### src/rtl/streamcalc_pkg.sv
// Shared opcodes, error codes and FSM state type for the RPN stream calculator.
package streamcalc_pkg;

    localparam logic [2:0] OP_ADD  = 3'd0;
    localparam logic [2:0] OP_SUB  = 3'd1;
    localparam logic [2:0] OP_MUL  = 3'd2;
    localparam logic [2:0] OP_DIV  = 3'd3;
    localparam logic [2:0] OP_MOD  = 3'd4;
    localparam logic [2:0] OP_PUSH = 3'd5;
    localparam logic [2:0] OP_POP  = 3'd6;
    localparam logic [2:0] OP_DUP  = 3'd7;

    localparam logic [1:0] ERR_NONE      = 2'd0;
    localparam logic [1:0] ERR_DIVZERO   = 2'd1;
    localparam logic [1:0] ERR_UNDERFLOW = 2'd2;
    localparam logic [1:0] ERR_OVERFLOW  = 2'd3;

    typedef enum logic {
        S_IDLE = 1'b0,
        S_DIV  = 1'b1
    } state_e;

endpackage

### src/rtl/streamcalc_stack_divider.sv
// Restoring unsigned divider, one quotient bit per cycle; the first bit is
// resolved on the start edge so the result lands W edges after start.
module seq_divider #(
    parameter int unsigned W = 8
) (
    input  logic         clk,
    input  logic         rst,
    input  logic         start,
    input  logic [W-1:0] dividend,
    input  logic [W-1:0] divisor,
    output logic         busy,
    output logic         done,
    output logic [W-1:0] quotient,
    output logic [W-1:0] remainder
);

    localparam int unsigned CW = $clog2(W + 1);

    logic [W-1:0]  rem_q, rem_d;
    logic [W-1:0]  quo_q, quo_d;
    logic [W-1:0]  dvs_q;
    logic [CW-1:0] cnt_q;
    logic          busy_q;
    logic          done_q;

    logic [W-1:0]  rem_in, quo_in, dvs_in;
    logic [W:0]    shifted, diff;
    logic          qbit;

    // One restoring step, fed from the operands directly on the start edge.
    always_comb begin
        rem_in  = start ? '0 : rem_q;
        quo_in  = start ? dividend : quo_q;
        dvs_in  = start ? divisor : dvs_q;
        shifted = {rem_in, quo_in[W-1]};
        diff    = shifted - {1'b0, dvs_in};
        qbit    = 1'b0;
        rem_d   = shifted[W-1:0];
        if (shifted >= {1'b0, dvs_in}) begin
            qbit  = 1'b1;
            rem_d = diff[W-1:0];
        end
        quo_d = {quo_in[W-2:0], qbit};
    end

    always_ff @(posedge clk) begin
        if (rst) begin
            rem_q  <= '0;
            quo_q  <= '0;
            dvs_q  <= '0;
            cnt_q  <= '0;
            busy_q <= 1'b0;
            done_q <= 1'b0;
        end else begin
            done_q <= 1'b0;
            if (start) begin
                rem_q  <= rem_d;
                quo_q  <= quo_d;
                dvs_q  <= divisor;
                cnt_q  <= CW'(1);
                busy_q <= 1'b1;
            end else if (busy_q) begin
                rem_q <= rem_d;
                quo_q <= quo_d;
                cnt_q <= cnt_q + CW'(1);
                if (cnt_q == CW'(W - 1)) begin
                    busy_q <= 1'b0;
                    done_q <= 1'b1;
                end
            end
        end
    end

    assign busy      = busy_q;
    assign done      = done_q;
    assign quotient  = quo_q;
    assign remainder = rem_q;

endmodule

### src/rtl/streamcalc_stack.sv
// RPN stream calculator: register-array LIFO with valid/ready command input,
// single-cycle ALU ops, sequential DIV/MOD and a sticky first-error report.
module streamcalc_stack
    import streamcalc_pkg::*;
#(
    parameter int unsigned W     = 8,
    parameter int unsigned DEPTH = 8
) (
    input  logic                         clk,
    input  logic                         rst,
    input  logic                         in_valid,
    output logic                         in_ready,
    input  logic [2:0]                   op,
    input  logic [W-1:0]                 in,
    output logic [W-1:0]                 tail,
    output logic [$clog2(DEPTH+1)-1:0]   count,
    output logic                         empty,
    output logic                         full,
    output logic                         busy,
    output logic                         valid,
    output logic [1:0]                   err
);

    localparam int unsigned CW = $clog2(DEPTH + 1);
    localparam int unsigned IW = (DEPTH > 1) ? $clog2(DEPTH) : 1;

    state_e        state_q, state_d;
    logic [W-1:0]  stack_q [DEPTH];
    logic [W-1:0]  stack_d [DEPTH];
    logic [CW-1:0] count_q, count_d;
    logic [W-1:0]  tail_q, tail_d;
    logic          valid_q, valid_d;
    logic [1:0]    err_q, err_d;
    logic          is_mod_q, is_mod_d;
    logic          in_ready_q, in_ready_d;
    logic          busy_q, busy_d;
    logic          empty_q, empty_d;
    logic          full_q, full_d;

    logic [IW-1:0] top_idx, sec_idx, push_idx;
    logic [W-1:0]  a_c, b_c, res_c;
    logic [1:0]    err_c;
    logic          accept_c;
    logic          div_start_c;
    logic          div_busy, div_done;
    logic [W-1:0]  div_quo, div_rem;

    assign top_idx  = IW'(count_q - CW'(1));
    assign sec_idx  = IW'(count_q - CW'(2));
    assign push_idx = IW'(count_q);
    assign a_c      = stack_q[top_idx];
    assign b_c      = stack_q[sec_idx];
    assign accept_c = in_valid && in_ready_q && !div_busy;

    // Accept-time error classification; underflow outranks divide-by-zero.
    always_comb begin
        err_c = ERR_NONE;
        case (op)
            OP_ADD, OP_SUB, OP_MUL: begin
                if (count_q < CW'(2)) err_c = ERR_UNDERFLOW;
            end
            OP_DIV, OP_MOD: begin
                if (count_q < CW'(2))  err_c = ERR_UNDERFLOW;
                else if (a_c == '0)    err_c = ERR_DIVZERO;
            end
            OP_PUSH: begin
                if (count_q == CW'(DEPTH)) err_c = ERR_OVERFLOW;
            end
            OP_POP: begin
                if (count_q == '0) err_c = ERR_UNDERFLOW;
            end
            default: begin
                if (count_q == '0)              err_c = ERR_UNDERFLOW;
                else if (count_q == CW'(DEPTH)) err_c = ERR_OVERFLOW;
            end
        endcase
    end

    // Next-state, stack update and output pre-computation.
    always_comb begin
        state_d     = state_q;
        stack_d     = stack_q;
        count_d     = count_q;
        tail_d      = tail_q;
        valid_d     = valid_q;
        err_d       = err_q;
        is_mod_d    = is_mod_q;
        div_start_c = 1'b0;
        res_c       = is_mod_q ? div_rem : div_quo;

        case (state_q)
            S_IDLE: begin
                if (accept_c) begin
                    if (err_c != ERR_NONE) begin
                        if (valid_q) begin
                            valid_d = 1'b0;
                            err_d   = err_c;
                        end
                    end else begin
                        case (op)
                            OP_ADD, OP_SUB, OP_MUL: begin
                                if (op == OP_ADD)      tail_d = a_c + b_c;
                                else if (op == OP_SUB) tail_d = a_c - b_c;
                                else                   tail_d = W'(a_c * b_c);
                                stack_d[sec_idx] = tail_d;
                                count_d          = count_q - CW'(1);
                            end
                            OP_DIV, OP_MOD: begin
                                div_start_c = 1'b1;
                                is_mod_d    = (op == OP_MOD);
                                state_d     = S_DIV;
                            end
                            OP_PUSH: begin
                                stack_d[push_idx] = in;
                                count_d           = count_q + CW'(1);
                                tail_d            = in;
                            end
                            OP_POP: begin
                                count_d = count_q - CW'(1);
                                tail_d  = (count_q >= CW'(2)) ? b_c : '0;
                            end
                            default: begin
                                stack_d[push_idx] = a_c;
                                count_d           = count_q + CW'(1);
                                tail_d            = a_c;
                            end
                        endcase
                    end
                end
            end
            default: begin
                if (div_done) begin
                    stack_d[sec_idx] = res_c;
                    count_d          = count_q - CW'(1);
                    tail_d           = res_c;
                    state_d          = S_IDLE;
                end
            end
        endcase

        in_ready_d = (state_d == S_IDLE);
        busy_d     = (state_d == S_DIV);
        empty_d    = (count_d == '0);
        full_d     = (count_d == CW'(DEPTH));
    end

    always_ff @(posedge clk) begin
        if (rst) begin
            state_q    <= S_IDLE;
            for (int unsigned i = 0; i < DEPTH; i++) stack_q[i] <= '0;
            count_q    <= '0;
            tail_q     <= '0;
            valid_q    <= 1'b1;
            err_q      <= ERR_NONE;
            is_mod_q   <= 1'b0;
            in_ready_q <= 1'b1;
            busy_q     <= 1'b0;
            empty_q    <= 1'b1;
            full_q     <= 1'b0;
        end else begin
            state_q    <= state_d;
            stack_q    <= stack_d;
            count_q    <= count_d;
            tail_q     <= tail_d;
            valid_q    <= valid_d;
            err_q      <= err_d;
            is_mod_q   <= is_mod_d;
            in_ready_q <= in_ready_d;
            busy_q     <= busy_d;
            empty_q    <= empty_d;
            full_q     <= full_d;
        end
    end

    seq_divider #(.W(W)) u_div (
        .clk       (clk),
        .rst       (rst),
        .start     (div_start_c),
        .dividend  (b_c),
        .divisor   (a_c),
        .busy      (div_busy),
        .done      (div_done),
        .quotient  (div_quo),
        .remainder (div_rem)
    );

    assign in_ready = in_ready_q;
    assign tail     = tail_q;
    assign count    = count_q;
    assign empty    = empty_q;
    assign full     = full_q;
    assign busy     = busy_q;
    assign valid    = valid_q;
    assign err      = err_q;

endmodule

### config.mk
export PLATFORM = sky130hd
export DESIGN_NAME = streamcalc_stack
export DESIGN_NICKNAME = d
export VERILOG_FILES = /design/src/rtl/streamcalc_pkg.sv /design/src/rtl/streamcalc_stack_divider.sv /design/src/rtl/streamcalc_stack.sv
export SDC_FILE = /design/constraint.sdc
export NUM_CORES = 1
export LEC_CHECK = 0
export ABC_AREA = 1
export BUFFER_PORTS_ARGS = -buffer_cell sky130_fd_sc_hd__buf_2
export CORE_UTILIZATION = 42
export DETAILED_ROUTE_END_ITERATION = 7
export PLACE_DENSITY_LB_ADDON = 0.2
export SLEW_MARGIN = 25
export SYNTH_ARGS = -nofsm -noshare
export SYNTH_HDL_FRONTEND = slang
export SYNTH_SLANG_ARGS = --single-unit
export TNS_END_PERCENT = 30
### constraint.sdc
create_clock -name clk -period 8.3 [get_ports clk]
set_input_delay 1.66 -clock clk [delete_from_list [all_inputs] [get_ports clk]]
set_output_delay 1.66 -clock clk [all_outputs]
set_load 0.03 [all_outputs]
# --- Word-level counts from Yosys, hierarchy flattened ---
# Index checks and enable logic that the tools add are counted.
# Widths: inputs -> output; s select.
classes:
  n_reduce_logical: 23
  mux: 65
  addsub: 7
  eq_ne: 13
  n_bitwise: 7
  n_mul: 1
  order_cmp: 8
ops:
  columns: ["op", "count"]
  rows:
  - ["$bwmux 64", 4]
  - ["$mux 64", 4]
  - ["$mux 8", 26]
  - ["$pmux 64 s3", 1]
  - ["$bmux 8 s3", 2]
  - ["$demux 8 s3", 2]
  - ["$pmux 8 s4", 1]
  - ["$mux 4", 4]
  - ["$reduce_and 4->1", 4]
  - ["$sub 8x8->8", 2]
  - ["$mux 1", 14]
  - ["$ge 4x4->1 const B", 3]
  - ["$not 3->4", 3]
  - ["$mux 2", 5]
  - ["$eq 3x3->1 const B", 3]
  - ["$ge 9x8->1", 1]
  - ["$reduce_or 3->1", 3]
  - ["$add 4x1->4 const B", 2]
  - ["$add 8x8->8", 1]
  - ["$eq 4x4->1 const B", 2]
  - ["$logic_not 4->1", 2]
  - ["$logic_not 8->1", 1]
  - ["$lt 4x1->1 const B", 2]
  - ["$mul 8x8->8", 1]
  - ["19 further kinds", 31]
word_totals:
  elab_cells: 148
  output_inout_bits: 19
  ff_bits: 114

# --- Longest topological paths before layout ---
# Gate-level depths: netlist of the first run.
depth:
  ltp_word: 18
  mapped_depth: 43
  mapped_depth_nobuf: 37

# --- Modules after synthesis ---
# From an unflattened synthesis of the first run, not the netlist that was laid out.
hier_totals:
  cells_unflattened: 1907
  area_unflattened_um2: 11243.3
by_module_without_submodules:
  columns: ["module", "area_per_inst_um2", "instances", "cells_per_inst"]
  rows:
  - ["streamcalc_stack", 9452.8, 1, 1648]
  - ["seq_divider", 1790.5, 1, 259]

# --- Worst setup path after synthesis of the first run ---
# No wires, ideal clock.
synth_path:
  path_type: "reg-to-reg"
  start: "register count_q[0] (netlist: count[0])"
  end: "register stack_q[55] in the netlist's numbering"
  path_buffers: 6
  synth_period_minus_slack_ps: 6150
  path_slack_ps: 2150
  arrival_ps: 6031
  stages_incl_launch_ff: 43
  cell_sequence: "dfxtp_1 buf_2 inv_2 buf_2 buf_2 ha_1 buf_4 clkinv_1 buf_4 nand3_1 nand2_1 nand2_1 nand2_1 buf_2 nand2_1 fa_1 fa_1 inv_1 [... 7 more ...] a31oi_1 inv_1 nand3_1 nand2_1 nand2_1 inv_1 nor2_1 nand2_1 nand2_1 nand2_1 nand3_1 nand2_1 nand2_2 nand2_1 nand2_1 nand3_1 nand2_1 a21oi_1"
synth_via:
  elab_chain_len: 17
  elab_cells_between_ends: 53
  classes_between: "add/sub: 4; mul: 1; order compare: 5; eq/ne: 2; mux: 32; bitwise: 3; reduce/logical: 6"
synth_rtl:
  columns: ["element", "line_no", "text"]
  rows:
  - ["start: declaration", "streamcalc_stack.sv:30", "logic [CW-1:0] count_q, count_d;"]
  - ["start signal: assignment", "streamcalc_stack.sv:163", "count_q <= count_d;"]
  - ["$sub 4x1->4 or $sub 3x2->3 (tied branches)", null, null]
  - ["$not 3->4, on equally long branches", null, null]
  - ["$bmux 8 s3, on equally long branches", "streamcalc_stack.sv:51, streamcalc_stack.sv:52", null]
  - ["$mux 8, on equally long branches (2 in a row)", "streamcalc_stack.sv:51, streamcalc_stack.sv:52", null]
  - ["$mul 8x8->8 or $sub 8x8->8 (tied branches)", "streamcalc_stack.sv:104, streamcalc_stack.sv:103", null]
  - ["$mux 8", "streamcalc_stack.sv:103", "else if (op == OP_SUB) tail_d = a_c - b_c;"]
  - ["$mux 8", "streamcalc_stack.sv:102", "if (op == OP_ADD) tail_d = a_c + b_c;"]
  - ["$mux 8", "streamcalc_stack.sv:100", "case (op)"]
  - ["$mux 8", "streamcalc_stack.sv:94", "if (err_c != ERR_NONE) begin"]
  - ["$mux 8", "streamcalc_stack.sv:93", "if (accept_c) begin"]
  - ["$mux 8", "streamcalc_stack.sv:91", "case (state_q)"]
  - ["$bwmux 64", "streamcalc_stack.sv:105", "stack_d[sec_idx] = tail_d;"]
  - ["$pmux 64 s3", "streamcalc_stack.sv:100", null]
  - ["$mux 64", "streamcalc_stack.sv:94", null]
  - ["$mux 64", "streamcalc_stack.sv:93", null]
  - ["$mux 64", "streamcalc_stack.sv:91", null]
  - ["end signal: assignment", "streamcalc_stack.sv:162", "stack_q <= stack_d;"]
  - ["end: declaration", "streamcalc_stack.sv:28", "logic [W-1:0] stack_q [DEPTH];"]
# Parallel ways exist; a longest one is shown, timed or not. The select of a mux whose other input is x is not followed.
# A chain may end at the register's enable or synchronous reset.

# --- Final worst setup path of the first run ---
layout_path:
  start: "register count_q[1] (netlist: count[1])"
  end: "register stack_q[63] in the netlist's numbering"
# Same word-level chain as after synthesis.

==> results.sh, run 1 <==
export IMPL_ctsResizeCount=0
export IMPL_antenna_found_initial=1
export IMPL_syn_cell_area_mm2=0.0110
export IMPL_synthesis_nets=1915
export IMPL_core_area_mm2=0.0254
export IMPL_wl_per_cell_um=22.0
export IMPL_path_buf_inv=7
export IMPL_clk_path_buf_depth=2
export IMPL_drive_above_1_share_pct=6.26
export IMPL_hold_slack_ns=0.474
export IMPL_htreeDepth=4
export IMPL_totalWireLength_mm=47.4
export IMPL_grt_start_max_net_pins=85
export IMPL_synth_edf_count=0
export IMPL_dieHeight_um=164
export IMPL_start_util_pct=43.2
export IMPL_postCtsSetupRepairBufs=0
export IMPL_slowest_delay_ns=0.55
export IMPL_setup_violations_final=0
export IMPL_crit_arrival_ns=7.04
export IMPL_critPathMaxFanout=24
export IMPL_cts_tree="built"
export IMPL_cap_violations=0
export IMPL_clock_latency_ns=0.45
export IMPL_grt_pass1_vias=11800
export IMPL_yosysWarnings=0
export IMPL_worst_pin_slew_ns=1.13
export IMPL_avgSynthCellArea_um2=5.96
export IMPL_synthToLayoutAreaGrowth_pct=7.51
export IMPL_cp_slowest_cell="xor2_2"
export IMPL_crit_path_frequent_cell="nand2_1"
export IMPL_synthArstFlopShare_pct=0
export IMPL_rows=58
export IMPL_grt_ovfl_total=0
export IMPL_vias=13200
export IMPL_criticalPathCategory="flip-flop to flip-flop"
export IMPL_drt_iter0_drc=2220
export IMPL_holdBufCountCts=0
export IMPL_gp_congestion=1.00
export IMPL_end_kind="flip-flop"
export IMPL_startpoint_type="flip-flop"
export IMPL_report_final_slew_viol_count=0
export IMPL_clk_pin_slew_ns=0.07
export IMPL_slew_headroom_pct=24.3
export IMPL_tns_ns=0
export IMPL_numCtsBuffers=17
export IMPL_worst_ep_required_time_ns=8.63
export IMPL_clock_skew_ns=0.0135
export IMPL_cellPowerDensity_mw_per_mm2=411
export IMPL_max_freq_ghz=0.149
export IMPL_synth_yosys_seq_area_share_pct=20.8
export IMPL_hold_class="flip-flop to flip-flop"
export IMPL_first_pass_iters=7
export IMPL_finalHoldViolCount=0
export IMPL_synthFlopType="dfxtp_1"
export IMPL_dp_hpwl_mm=33.2
export IMPL_grt_usage_pct=35.6
export IMPL_synthCells=1839
export IMPL_rsz0062_at_grt="false"
export IMPL_irDropWorstVdd_mv=0.329
export IMPL_p_leak_nw=5.54
export IMPL_port_buffers=32
export IMPL_cts_sinks=114
export IMPL_layout_worst_path_cycle_share_pct=80.9
export IMPL_cp_top_family="adder cells"
export IMPL_min_period_ns=6.71
export IMPL_final_nets=1884
export IMPL_ant_nets=0
export IMPL_final_cell_mix="nand2_1, inv_1, a21oi_1, o21ai_0, nor2_1"
export IMPL_synth_distinct_cells=48
export IMPL_viasPerCell=6.12
export IMPL_num_antenna_cells=0
export IMPL_ys_ff_latch=114
export IMPL_die_area_mm2=0.0267
export IMPL_final_common_cell="nand2_1"
export IMPL_cts_root_buf="clkbuf_16"
export IMPL_fillers=2789
export IMPL_grt_pass1_wl_mm=71.5
export IMPL_drc=0
export IMPL_die_x_um=164
export IMPL_ios=33
export IMPL_outcome="complete, no violations"
==> kinds of logic after synthesis <==
kind of cell | Yosys count | synth area share, %
buffers and inverters | 312 | 11.7
AND/OR/NAND/NOR | 792 | 29.2
XOR/XNOR | 19 | 1.59
adder cells (fa/ha/maj) | 62 | 8.11
AO/OA/AOI/OAI | 540 | 28.6
flip-flops | 114 | 20.8
==> final timing paths <==
| kind | slack, ns | cells after the start | from | to |
|---|---|---|---|---|
| worst max-delay path | 1.59 | 35 | count[1] | stack_q[63] |
| worst min-delay path | 0.47 | 2 | valid | valid |
| worst max register to register | 1.59 | 35 | count[1] | stack_q[63] |
| worst min register to register | 0.47 | 2 | valid | valid |
==> where the power goes <==
group	leakage (nW)	total, mW	switching, mW	internal [mW]
Sequential	0.927	0.735	0.0802	0.655
Clock	0.280	0.764	0.342	0.422
Combinational	4.33	3.35	2.44	0.904
Total	5.54	4.85	2.87	1.98
==> state kept, by name, indices dropped and copies added (netlist names) <==
| register | cells |
|---|---|
| busy | 1 |
| count | 4 |
| err | 2 |
| u_div.quotient | 8 |
| is_mod_q | 1 |
| u_div.busy | 1 |
| u_div.done | 1 |
| u_div.dvs_q | 8 |
| stack_q | 64 |
| u_div.remainder | 8 |
| tail | 8 |
| valid | 1 |
| full | 1 |
| in_ready | 1 |
| u_div.cnt_q | 4 |
| empty | 1 |
==> cell usage after synthesis, drive strengths merged (4+ instances only) <==
cell | count | area (µm²)
xor2 | 11 | 104
dfxtp | 114 | 2280
inv | 199 | 747
clkbuf | 54 | 203
o21bai | 6 | 45.0
o22ai | 64 | 400
clkinv | 9 | 33.8
o21ai | 167 | 851
o2bb2ai | 8 | 70.1
ha | 47 | 588
nor3 | 5 | 25.0
a211oi | 6 | 45.0
a22o | 4 | 35.0
a31oi | 10 | 62.6
buf | 50 | 298
or2 | 6 | 37.5
o221ai | 22 | 193
fa | 15 | 300
nor2 | 129 | 494
a22oi | 28 | 210
xnor2 | 8 | 70.1
a21oi | 190 | 951
nand2 | 531 | 2020
nand3 | 113 | 566
o211ai | 25 | 188
==> through the flow <==
stage	util, %	area [µm²]	power, mW	cells	setup WS [ns]
2_1_floorplan	-	11000	2.96	1839	2.15
4_1_cts	46.4	11800	4.73	2151	1.74
3_3_place_gp	44.1	11200	3.94	2119	1.80
6_report	46.4	11800	4.85	2151	1.59
5_1_grt	46.4	11800	5.14	2151	1.17
3_5_place_dp	44.1	11200	3.96	2119	1.76
==> metal layers <==
layer  track usage (%)  part of all wire [%]  vias to the layer above
met5                 0                     0                        -
met4              17.7                   5.3                        0
met3              8.56                    12                      176
met2              51.9                    42                      829
met1              48.4                    41                     6050
li1                  -                     -                     6117
==> area by class of cell <==
class | count | area, µm² | share of cell area (%)
Clock buffer | 18 | 429 | 3.64
Clock inverter | 14 | 148 | 1.25
Inverter | 208 | 781 | 6.63
Multi-Input combinational cell | 1413 | 7400 | 62.8
Sequential cell | 114 | 2280 | 19.4
Tap cell | 330 | 413 | 3.50
Timing Repair Buffer | 54 | 325 | 2.76
==> tightest hold or removal path, delay by kind of cell (launching register included) <==
family,cells,cell delay (ns)
flip-flops,1,0.32
AO/OA/AOI/OAI,1,0.06
AND/OR/NAND/NOR,1,0.04
Power figures use the tool's default switching activity.
==> run 2, diff against run 1 <==
Clock period 8.3 ns to 6.1 ns, I/O delays scaled along.
==> results.sh, run 2 (synthesized netlist as in run 1, its figures left out) <==
export IMPL_stdcell_area_mm2=0.0123
export IMPL_viasPerCell=6.05
export IMPL_numCtsBuffers=17
export IMPL_cellPowerDensity_mw_per_mm2=585
export IMPL_dp_hpwl_mm=35.3
export IMPL_placedInstanceArea_mm2=0.0115
export IMPL_first_pass_iters=6
export IMPL_drt_iter0_drc=1854
export IMPL_final_nets=1924
export IMPL_irDropWorstVdd_mv=0.343
export IMPL_vias=13300
export IMPL_p_comb_share_pct=69.7
export IMPL_worst_ep_required_time_ns=6.44
export IMPL_hold_class="flip-flop to flip-flop"
export IMPL_antenna_found_initial=1
export IMPL_sequentialPowerShare_pct=13.8
export IMPL_start_util_pct=43.2
export IMPL_cts_root_buf="clkbuf_16"
export IMPL_wl_per_cell_um=22.3
export IMPL_die_x_um=164
export IMPL_slew_headroom_pct=20.4
export IMPL_tns_ns=0
export IMPL_fin_util_pct=48.3
export IMPL_drc=0
export IMPL_worst_pin_slew_ns=1.19
export IMPL_intPower_mw=3.14
export IMPL_p_leak_nw=5.79
export IMPL_netSwitchingPower_mw=4.04
export IMPL_clock_latency_ns=0.43
export IMPL_clock_power_share_pct=16.5
export IMPL_synthToLayoutAreaGrowth_pct=11.9
export IMPL_place_inst=2155
export IMPL_ios=33
export IMPL_ant_nets=0
export IMPL_largest_register_ffs=64
export IMPL_clock_skew_ns=0.0133
export IMPL_layout_worst_path_cycle_share_pct=95.6
export IMPL_layout_cells_non_filler=2191
export IMPL_core_area_mm2=0.0254
export IMPL_cts_tree="built"
export IMPL_num_antenna_cells=0
export IMPL_port_buffers=32
export IMPL_cts_sinks=114
export IMPL_finalHoldViolCount=0
export IMPL_p_sw_share_pct=56.3
export IMPL_startpoint_type="flip-flop"
export IMPL_clk_pin_slew_ns=0.07
export IMPL_grt_pass1_wl_mm=72.9
export IMPL_report_final_slew_viol_count=0
export IMPL_outcome="complete, no violations"
export IMPL_end_kind="flip-flop"
export IMPL_min_period_ns=5.83
export IMPL_rows=58
export IMPL_grt_pass1_vias=11900
export IMPL_final_common_cell="nand2_1"
export IMPL_fillers=2708
export IMPL_crit_arrival_ns=6.17
export IMPL_htreeDepth=4
export IMPL_rsz0062_at_grt="false"
export IMPL_grt_start_max_net_pins=72
export IMPL_criticalPathCategory="flip-flop to flip-flop"
export IMPL_grt_ovfl_total=0
export IMPL_cap_violations=0
export IMPL_die_area_mm2=0.0267
export IMPL_holdBufCountCts=0
export IMPL_largest_register="stack_q"
export IMPL_max_freq_ghz=0.172
export IMPL_clk_path_buf_depth=2
export IMPL_setup_violations_final=0
export IMPL_grt_usage_pct=36.5
export IMPL_critPathMaxFanout=44
export IMPL_drive_above_1_share_pct=8.65
export IMPL_final_cell_mix="nand2_1, inv_1, a21oi_1, o21ai_0, nor2_1"
export IMPL_totalWireLength_mm=48.9
export IMPL_hold_slack_ns=0.470
export IMPL_dieHeight_um=164
export IMPL_gp_congestion=1.01
-- run 2: cell types whose count changed in the layout (fill, tap and decap cells not counted), sizes merged --
cell	delta
inv	-1
clkinv	-5
buf	+39
bufinv	+4
nand2	+1
clkbuf	+1
clkinvlp	+1
-- run 2: path summary, 6_finish.rpt --
| path | slack, ns | from | depth (start not counted) | endpoint |
|---|---|---|---|---|
| worst min register to register | 0.47 | valid | 2 | valid |
| worst max-delay path | 0.27 | count[0] | 26 | stack_q[44] |
| worst min-delay path | 0.47 | valid | 2 | valid |
| worst max register to register | 0.27 | count[0] | 26 | stack_q[44] |
-- run 2: repair_timing --
item	in CTS	in global routing
gates resized for setup	0	14
buffers inserted	0	3
endpoints found under the setup margin	0	12
-- run 2: power groups by stage --
| stage | Clock (mW) | Combinational [mW] | Sequential [mW] |
|---|---|---|---|
| 3_5_place_dp | 0 | 4.67 | 1.00 |
| 6_report | 1.19 | 5.00 | 0.988 |
| 2_1_floorplan | 0 | 2.98 | 1.05 |
| 4_1_cts | 1.19 | 4.70 | 0.986 |
| 3_3_place_gp | 0 | 4.67 | 0.997 |
| 5_1_grt | 1.22 | 5.36 | 1.00 |
-- run 2: area by class of cell --
class / instances / area, µm² / area share [%]
tap: 330 / 413 / 3.37
timing repair buffer: 93 / 638 / 5.20
multi-input combinational: 1414 / 7470 / 60.9
sequential: 114 / 2280 / 18.6
clock inverter: 13 / 221 / 1.81
clock buffer: 19 / 453 / 3.69
inverter: 208 / 785 / 6.40
-- run 2: per-stage QoR --
step                setup slack (ns)  power (mW)
floorplan                     0.0430        4.03
global placement               0.354        5.67
detailed placement             0.291        5.67
CTS                            0.269        6.87
global route                  0.0147        7.59
finish                         0.271        7.17
-- run 2: critical path: stages, from the launching register on --
cell and delay (ns):
dfxtp_2 0.34, inv_2 0.09, buf_6 0.32, buf_4 0.35
nand2_1 0.09, nand3_1 0.12, nand3_1 0.12, nand2_1 0.17
buf_4 0.17, nor2_1 0.05, ha_1 0.21, fa_1 0.48
ha_1 0.30, inv_1 0.05, fa_1 0.53, inv_1 0.07
fa_1 0.57, a21oi_1 0.08, nand2_1 0.10, nand2_1 0.29
nor2_1 0.54, o22ai_1 0.14, nand2_1 0.09, a21oi_1 0.04
o22ai_1 0.16, nor2_1 0.06, a211oi_1 0.18
-- run 2: per-layer routing --
layer | vias to the layer above | wire length [µm] | GRT usage [%]
met5 | - | 0 | 0
met2 | 803 | 21600 | 55.7
met1 | 6117 | 19900 | 48.7
li1 | 6182 | - | -
met3 | 159 | 5290 | 7.69
met4 | 0 | 2150 | 17.8
==> run 3, diff against run 2 <==
Settings changed: PLACE_DENSITY set to 0.7, PLACE_DENSITY_LB_ADDON 0.2 to not set, SYNTH_HIERARCHICAL set to 1.
==> results.sh, run 3 <==
export IMPL_outcome="finished with violations"
export IMPL_violations="DRC"
export IMPL_final_common_cell="nand2_1"
export IMPL_grt_start_max_net_pins=80
export IMPL_synth_common_cells="nand2_1, a21oi_1, inv_1"
export IMPL_final_cell_mix="nand2_1, a21oi_1, inv_1, o21ai_0, nor2_1"
export IMPL_hold_class="flip-flop to flip-flop"
export IMPL_rows=59
export IMPL_totalWireLength_mm=43.9
export IMPL_drc=2
export IMPL_largest_register="stack_q"
export IMPL_synthArstFlopShare_pct=0
export IMPL_core_area_mm2=0.0261
export IMPL_synth_edf_count=0
export IMPL_criticalPathCategory="flip-flop to flip-flop"
export IMPL_wl_per_cell_um=19.6
export IMPL_dp_hpwl_mm=30.7
export IMPL_crit_path_frequent_cell="nand2_1"
export IMPL_vias=13600
export IMPL_port_buffers=32
export IMPL_start_util_pct=43.0
export IMPL_setup_violations_final=0
export IMPL_layout_worst_path_cycle_share_pct=93.8
export IMPL_grt_usage_pct=31.1
export IMPL_synth_area_leader_cell="dfxtp_1"
export IMPL_rsz0062_at_grt="false"
export IMPL_syn_cell_area_mm2=0.0112
export IMPL_synthesis_nets=1983
export IMPL_yosysWarnings=6
export IMPL_clock_skew_ns=0.0142
export IMPL_synthToLayoutAreaGrowth_pct=8.72
export IMPL_slowest_delay_ns=0.52
export IMPL_grt_pass1_vias=12100
export IMPL_worst_pin_slew_ns=1.19
export IMPL_max_freq_ghz=0.175
export IMPL_dieHeight_um=166
export IMPL_yosysTopAreaCellShare_pct=20.3
export IMPL_cts_root_buf="clkbuf_16"
export IMPL_finalHoldViolCount=0
export IMPL_cap_violations=0
export IMPL_clk_path_buf_depth=2
export IMPL_startpoint_type="flip-flop"
export IMPL_die_area_mm2=0.0274
export IMPL_clock_latency_ns=0.45
export IMPL_clk_pin_slew_ns=0.06
export IMPL_drive_above_1_share_pct=8.58
export IMPL_numCtsBuffers=17
export IMPL_cts_tree="built"
export IMPL_slew_headroom_pct=20.0
export IMPL_die_x_um=166
export IMPL_first_pass_iters=8
export IMPL_synth_distinct_cells=50
export IMPL_cts_sinks=114
export IMPL_report_final_slew_viol_count=0
export IMPL_ys_ff_latch=114
export IMPL_crit_arrival_ns=6.09
export IMPL_ios=33
export IMPL_synth_yosys_seq_area_share_pct=20.3
export IMPL_cp_slowest_cell="fa_1"
export IMPL_reg2regPathDepth=32
export IMPL_synthCells=1907
export IMPL_tns_ns=0
export IMPL_ant_nets=0
export IMPL_gp_congestion=0.936
export IMPL_worst_ep_required_time_ns=6.46
export IMPL_drt_iter0_drc=2186
export IMPL_num_antenna_cells=0
export IMPL_avgSynthCellArea_um2=5.90
export IMPL_synth_most_common_cell="nand2_1"
export IMPL_end_kind="flip-flop"
export IMPL_synthFlopType="dfxtp_1"
export IMPL_viasPerCell=6.08
export IMPL_grt_ovfl_total=0
export IMPL_grt_pass1_wl_mm=67.2
export IMPL_min_period_ns=5.72
export IMPL_antenna_found_initial=0
export IMPL_hold_path_cell_count=2
export IMPL_htreeDepth=4
export IMPL_largest_register_ffs=64
export IMPL_final_nets=1963
export IMPL_netlist_top_cells_area="dfxtp_1, nand2_1, a21oi_1, o21ai_0, inv_1"
export IMPL_critPathMaxFanout=19
[run 3: timing repair]
item / 4_1_cts / 5_1_grt
hold buffers: 0 / 0
buffers inserted: 0 / 5
endpoints found under the setup margin: 0 / 9
resized for setup: 0 / 5
[run 3: stage by stage]
step           worst slack, ns  instance area (µm²)  hold WS [ns]  cells  util [%]
4_1_cts                  0.309                12200         0.469   2230      46.5
2_1_floorplan          0.00593                11200         0.446   1907         -
6_report                 0.378                12200         0.467   2235      46.8
3_3_place_gp             0.470                11600         0.452   2198      44.2
5_1_grt                0.00691                12200         0.509   2235      46.8
3_5_place_dp             0.336                11600         0.459   2198      44.3
[run 3: final timing paths]
path              startpoint     endpoint  slack, ns
setup / recovery    count[1]  stack_q[23]       0.38
hold / removal         valid        valid       0.47
setup reg to reg    count[1]  stack_q[23]       0.38
hold reg to reg        valid        valid       0.47
[run 3: critical path: cells and delay by family, from the launching register on]
family	cells	cell delay, ns
buffers and inverters	6	0.58
adders and majority gates	6	2.59
AOI/OAI and AO/OA	2	0.38
and+or+nand+nor	18	1.78
DFF	1	0.32
[run 3: layer usage]
metal | share of wire (%) | vias to the layer above | GRT usage (%)
met2 | 44 | 929 | 48.1
li1 | - | 6293 | -
met5 | 0 | - | 0
met4 | 4.5 | 0 | 15.8
met3 | 12 | 160 | 7.31
met1 | 39 | 6212 | 40.3
[run 3: cells by family after synthesis]
logic type / synth area share (%)
muxes: 0.623
AOI/OAI and AO/OA: 27.8
DFF: 20.3
adders and majority gates: 7.90
and+or+nand+nor: 29.3
buffers and inverters: 12.2
xor gates and xnor gates: 1.85
[run 3: cell type report]
| class | count | area [µm²] |
|---|---|---|
| clock inverter | 15 | 158 |
| sequential | 114 | 2290 |
| tap | 335 | 419 |
| clock buffer | 17 | 425 |
| timing repair buffer | 67 | 423 |
| fill | 2761 | 13900 |
| multi-input combinational | 1456 | 7630 |
| inverter | 231 | 882 |
Power of run 3 is left out: the tool's default activity adds up to more than one toggle a clock period on the data nets, which glitch-free logic cannot reach.
